## src/rtl/riscv_pkg.sv

```systemverilog
// RV32I opcode constants, immediate format encoding and the opcode-to-format map.
// Shared by the decode stage and its immediate generator.
package riscv_pkg;

    localparam int REG_AW = 5;

    localparam logic [6:0] OP     = 7'b0110011;
    localparam logic [6:0] OP_IMM = 7'b0010011;
    localparam logic [6:0] LOAD   = 7'b0000011;
    localparam logic [6:0] STORE  = 7'b0100011;
    localparam logic [6:0] BRANCH = 7'b1100011;
    localparam logic [6:0] JAL    = 7'b1101111;
    localparam logic [6:0] JALR   = 7'b1100111;
    localparam logic [6:0] LUI    = 7'b0110111;
    localparam logic [6:0] AUIPC  = 7'b0010111;

    typedef enum logic [2:0] {
        IMM_NONE,
        IMM_I,
        IMM_S,
        IMM_B,
        IMM_U,
        IMM_J
    } imm_fmt_t;

    function automatic imm_fmt_t opcode_fmt(input logic [6:0] opcode);
        imm_fmt_t fmt;
        case (opcode)
            OP_IMM, LOAD, JALR: fmt = IMM_I;
            STORE:              fmt = IMM_S;
            BRANCH:             fmt = IMM_B;
            LUI, AUIPC:         fmt = IMM_U;
            JAL:                fmt = IMM_J;
            default:            fmt = IMM_NONE;
        endcase
        return fmt;
    endfunction

endpackage

```

## src/rtl/imm_gen.sv

```systemverilog
// Sign-extended immediate for an RV32I instruction; purely combinational.
// R-type and illegal opcodes map to IMM_NONE and produce zero.
module imm_gen
    import riscv_pkg::*;
#(
    parameter int XLEN = 32
) (
    input  logic [31:7]     instr,
    input  imm_fmt_t        fmt,
    output logic [XLEN-1:0] imm
);

    logic signed [31:0] imm32;

    always_comb begin
        imm32 = '0;
        unique case (fmt)
            IMM_I:   imm32 = {{20{instr[31]}}, instr[31:20]};
            IMM_S:   imm32 = {{20{instr[31]}}, instr[31:25], instr[11:7]};
            IMM_B:   imm32 = {{19{instr[31]}}, instr[31], instr[7], instr[30:25], instr[11:8], 1'b0};
            IMM_U:   imm32 = {instr[31:12], 12'b0};
            IMM_J:   imm32 = {{11{instr[31]}}, instr[31], instr[19:12], instr[20], instr[30:21], 1'b0};
            default: imm32 = '0;
        endcase
    end

    // Signed cast so a wider datapath still sign-extends.
    assign imm = XLEN'(imm32);

endmodule

```

## src/rtl/decode_stage.sv

```systemverilog
// RV32I decode: register read addressing, RAW busy scoreboard, ID/EX register.
// One cycle accept-to-out_valid; stalls on hazards or while ID/EX is held.
module decode_stage
    import riscv_pkg::*;
#(
    parameter int XLEN = 32,
    parameter int NREG = 32
) (
    input  logic              clock,
    input  logic              reset,
    input  logic              in_valid,
    output logic              in_ready,
    input  logic [31:0]       in_instr,
    input  logic [XLEN-1:0]   in_pc,
    output logic [REG_AW-1:0] rs1_addr,
    output logic [REG_AW-1:0] rs2_addr,
    input  logic [XLEN-1:0]   rs1_data,
    input  logic [XLEN-1:0]   rs2_data,
    input  logic              wb_valid,
    input  logic [REG_AW-1:0] wb_addr,
    output logic              out_valid,
    input  logic              out_ready,
    output logic [XLEN-1:0]   out_pc,
    output logic [XLEN-1:0]   out_rs1_val,
    output logic [XLEN-1:0]   out_rs2_val,
    output logic [XLEN-1:0]   out_imm,
    output logic [REG_AW-1:0] out_rd,
    output logic [6:0]        out_opcode,
    output logic [2:0]        out_funct3,
    output logic              out_funct7b5,
    output logic              out_illegal
);

    logic [6:0]        opcode;
    logic [REG_AW-1:0] rd;
    imm_fmt_t          fmt;
    logic              legal, uses_rs1, uses_rs2, writes_rd, hazard, accept;
    logic [XLEN-1:0]   imm;
    logic [NREG-1:0]   busy, busy_nxt;

    assign opcode   = in_instr[6:0];
    assign rd       = in_instr[11:7];
    assign rs1_addr = in_instr[19:15];
    assign rs2_addr = in_instr[24:20];
    assign fmt      = opcode_fmt(opcode);

    always_comb begin
        legal     = 1'b0;
        writes_rd = 1'b0;
        uses_rs2  = 1'b0;
        case (opcode)
            OP:                                    begin legal = 1'b1; writes_rd = 1'b1; uses_rs2 = 1'b1; end
            OP_IMM, LOAD, JALR, LUI, AUIPC, JAL:   begin legal = 1'b1; writes_rd = 1'b1; end
            STORE, BRANCH:                         begin legal = 1'b1; uses_rs2 = 1'b1; end
            default:                               ;
        endcase
    end

    assign uses_rs1 = legal && (fmt != IMM_U) && (fmt != IMM_J);

    // x0 can never be busy, but guard it anyway so a stray set cannot deadlock.
    assign hazard = (uses_rs1 && (rs1_addr != '0) && busy[rs1_addr]) ||
                    (uses_rs2 && (rs2_addr != '0) && busy[rs2_addr]);

    assign in_ready = !hazard && (!out_valid || out_ready);
    assign accept   = in_valid && in_ready;

    imm_gen #(.XLEN(XLEN)) u_imm_gen (
        .instr (in_instr[31:7]),
        .fmt   (fmt),
        .imm   (imm)
    );

    // Clear first, then set, so a same-index set wins.
    always_comb begin
        busy_nxt = busy;
        if (wb_valid && (wb_addr != '0))
            busy_nxt[wb_addr] = 1'b0;
        if (accept && writes_rd && (rd != '0))
            busy_nxt[rd] = 1'b1;
    end

    always_ff @(posedge clock) begin
        if (reset) begin
            busy         <= '0;
            out_valid    <= 1'b0;
            out_pc       <= '0;
            out_rs1_val  <= '0;
            out_rs2_val  <= '0;
            out_imm      <= '0;
            out_rd       <= '0;
            out_opcode   <= '0;
            out_funct3   <= '0;
            out_funct7b5 <= 1'b0;
            out_illegal  <= 1'b0;
        end else begin
            busy <= busy_nxt;
            if (accept) begin
                out_valid    <= 1'b1;
                out_pc       <= in_pc;
                out_rs1_val  <= rs1_data;
                out_rs2_val  <= rs2_data;
                out_imm      <= imm;
                out_rd       <= writes_rd ? rd : '0;
                out_opcode   <= opcode;
                out_funct3   <= in_instr[14:12];
                out_funct7b5 <= in_instr[30];
                out_illegal  <= !legal;
            end else if (out_ready) begin
                out_valid <= 1'b0;
            end
        end
    end

endmodule
```

## config.mk

```make
export PLATFORM = sky130hd
export DESIGN_NAME = decode_stage
export DESIGN_NICKNAME = d
export VERILOG_FILES = /design/src/rtl/riscv_pkg.sv /design/src/rtl/imm_gen.sv /design/src/rtl/decode_stage.sv
export SDC_FILE = /design/constraint.sdc
export NUM_CORES = 1
export LEC_CHECK = 0
export BUFFER_PORTS_ARGS = -buffer_cell sky130_fd_sc_hd__clkbuf_2
export CORE_UTILIZATION = 27
export CTS_BUF_LIST = sky130_fd_sc_hd__clkbuf_4 sky130_fd_sc_hd__clkbuf_8 sky130_fd_sc_hd__clkbuf_16
export CTS_CLUSTER_DIAMETER = 60
export DETAILED_ROUTE_END_ITERATION = 8
export SLEW_MARGIN = 20
export SYNTH_ARGS = -nofsm -noshare
export SYNTH_HDL_FRONTEND = slang
export SYNTH_SLANG_ARGS = --single-unit
```

## constraint.sdc

```tcl
create_clock -name clock -period 2.23 [get_ports clock]
set_input_delay 0.1115 -clock clock [delete_from_list [all_inputs] [get_ports clock]]
set_output_delay 0.1115 -clock clock [all_outputs]
set_load 0.005 [all_outputs]
```

==> reports/qor.csv <==
stage;metric;value;unit
route;ant_nets;0;
pwr;p_seq_share;42.8;%
setup_path;r2r_cells;8;
die;initial_utilization;27.63;%
setup_path;cp-end-kind;flip-flop;
worst_hold_path;min-delay-start;in_instr[5];
cts;clkTransAtPathRegs;0.08;ns
pwr;peakVddDrop;0.0005040;V
sta;clock_skew;0.01151;ns
cts;clock-root-buffer;clkbuf_16;
pwr;swShare;29.21;%
final_layout;final_net_count;1488;
sta;rsz0062_at_grt;true;
grt;grt_pass1_vias;8653;
sta;slew_violations;0;
pwr;p_int;5628;uW
synth;synthTopCellsByArea;dfxtp_1 (45%), a21oi_1 (8.8%), nand3_1 (8.6%);
placement;place_inst;1590;
cts;cts_buffer_depth;2;
synth;synth.distinct_cells;54;
final_layout;multi_input_area;0.004264;mm2
final_layout;fin_util;43.73;%
synth;syn-num-nets;1079;
sta;min_period;2.495;ns
die;die_h;174.1;um
run_status;outcome;finished, violations left;
sta;fmax;0.4008;GHz
route;wirelength;32660;um
synth;netlist.area_leader.share;44.58;%
setup_path;start_kind;flip-flop;
placement;gp_congestion;0.8603;
synth;synth_common_cells;dfxtp_1 (178), a21oi_1 (140), nand3_1 (137), o21ai_0 (122), clkbuf_1 (71);
synth;ys.flop_type;dfxtp_1;
final_layout;fill_cells;2772;
synth;yosys.area.top_type;dfxtp_1;
die;rows;62;
setup_path;startpoint;busy[14];
route;viasPerCell;5.308;
pwr;p_leak;0.005350;uW
pwr;clkPwrFrac;39.5;%
synth;yosys_warnings;0;
synth;ys_seq_area_share;44.58;%
placement;place.port_buffers;294;
cts;htree_levels;4;
synth;async_reset_ff_share;0;%
final_layout;final_layout_size_suffix_gt1_share;36.61;%
synth;ys_ff_latch;178;
grt;grt_overflow;0;
grt;antenna_found_initial;2;
pwr;p_sw;2323;uW
pwr;power_density;628.4;mW/mm2
cts;cts_buffers;17;
cts;cts_tree;done;
run_status;violations;setup timing;
route;dr.first_iter.drc_count;661;
grt;grt_max_degree;100;
route;drc;0;
die;die_area;0.03030;mm2
grt;grt_pass1_wl;48040;um
job;max-cap-violations;0;
setup_path;critPathArrivalTime;2.82;ns
sta;worst_pin_slew;0.8646;ns
synth;synth.most_common_cell;dfxtp_1;
die;chipWidth;174.1;um
cts;cts.sinks;178;
setup_path;r2r_slack;-0.26;ns
final_layout;area_growth;58.29;%
final_layout;seq_area;0.003567;mm2
die;io_pins;295;
cts;worstSkewPairLatency;0.43;ns
synth;syn_area_per_cell;8.495;um2
sta;finalHoldViolCount;0;
grt;track_usage;20.04;%
route;dr.pass1.iters;5;
final_layout;final_cells;1749;
synth;mappedNetlistArea;0.007994;mm2
sta;setup_viol;178;
sta;hold_ws;0.02059;ns
sta;relSlewSlack;41.97;%
route;vias;9283;
setup_path;crit_path_end;busy[13];
setup_path;criticalPathCategory;reg2reg;
die;core;0.02894;mm2
placement;dpl.hpwl;20800;um
setup_path;crit_fanout;8;
route;routedWlPerCell;18.67;um
setup_path;r2r-end;busy[13];
sta;post-route-period-util;111.9;%
synth;synth_cells;941;
worst_hold_path;hold_path.class;in2reg;
pwr;p_comb_share;17.7;%
setup_path;required;2.56;ns
sta;fin_ws;-0.2648;ns
setup_path;r2r-start;busy[14];
synth;synth_edf_count;0;
-- stage by stage --
stage               power [uW]  setup TNS, ns  setup slack, ns  instance area [um2]
global placement          4582         -31.27          -0.2463                10320
detailed placement        4597         -39.81          -0.3034                10320
floorplan                 4007              0         0.009902                 7998
CTS                       7927         -39.38          -0.3073                12120
finish                    7951         -29.25          -0.2648                12650
global route              8287         -42.71          -0.3254                12650
-- state kept, by name (all words and copies together) (netlist names) --
signal / count
out_illegal: 1
out_funct7b5: 1
out_opcode: 7
out_valid: 1
out_rs2_val: 32
out_rs1_val: 32
out_pc: 32
out_rd: 5
out_funct3: 3
busy: 32
out_imm: 32
-- how the worst min path moves through the flow --
stage	slack, ns	end	depth (start not counted)
4_1_cts	0.005	out_imm[2]	3
3_3_place_gp	0.35	out_rs2_val[9]	3
6_report	0.02	out_opcode[5]	3
2_1_floorplan	0.26	out_funct3[0]	2
5_1_grt	0.01	out_imm[2]	3
3_5_place_dp	0.35	out_rs2_val[11]	3
-- worst max-delay path, stage by stage (launching register included) --
cell,delay [ns]
dfxtp_2,0.34
buf_4,0.15
mux4_2,0.51
a22oi_2,0.18
a31o_2,0.22
o2111a_4,0.31
nand2_8,0.13
clkbuf_16,0.20
o41ai_2,0.35
-- layout make-up --
| class | instances | share of cell area [%] |
|---|---|---|
| clock buffer | 18 | 3.471 |
| multi-input combinational | 646 | 33.70 |
| inverter | 4 | 0.1187 |
| tap | 384 | 3.797 |
| sequential | 178 | 28.19 |
| antenna | 2 | 0.03955 |
| clock inverter | 14 | 1.305 |
| timing repair buffer | 503 | 29.38 |
-- per-layer routing --
metal,part of all wire (%),global-route usage [%]
met5,0,0
met4,3.2,8.772
met3,6.2,4.724
met2,48,33.32
met1,42,24.61
-- logic make-up after synthesis --
group	Yosys count	share of synthesized area, %
DFF	178	44.58
muxes	19	4.586
AOI/OAI and AO/OA	373	27.81
buffers and inverters	117	6.746
and+or+nand+nor	254	16.28
-- power by group through the flow --
stage | registers (uW) | clock network, uW | logic, uW
6_report | 3410 | 3140 | 1410
5_1_grt | 3430 | 3350 | 1510
4_1_cts | 3400 | 3230 | 1300
3_5_place_dp | 3480 | 0 | 1120
3_3_place_gp | 3470 | 0 | 1110
2_1_floorplan | 3480 | 0 | 522
-- timing repair --
item	4_1_cts	5_1_grt
pin swaps	3	16
setup endpoints to repair	177	178
hold endpoints to repair	111	0
gates cloned	1	5
hold buffers	108	0
setup buffers	4	6
resized for setup	33	106
-- layout by cell type, fill, tap and decap left out, types with 8 or more instances in the layout --
| master | instances |
|---|---|
| a211oi_1 | 15 |
| a21oi_1 | 139 |
| a22oi_1 | 12 |
| a311oi_1 | 13 |
| buf_12 | 20 |
| buf_4 | 68 |
| clkbuf_16 | 21 |
| clkbuf_2 | 292 |
| dfxtp_1 | 175 |
| dlygate4sd3_1 | 108 |
| mux4_2 | 14 |
| nand2_1 | 44 |
| nand3_1 | 137 |
| nand3b_1 | 8 |
| nor2_1 | 17 |
| nor3b_1 | 9 |
| o211ai_1 | 16 |
| o21ai_0 | 47 |
| o21ai_1 | 72 |
| o41ai_2 | 26 |
No activity file was read; power rests on OpenSTA's default activity.
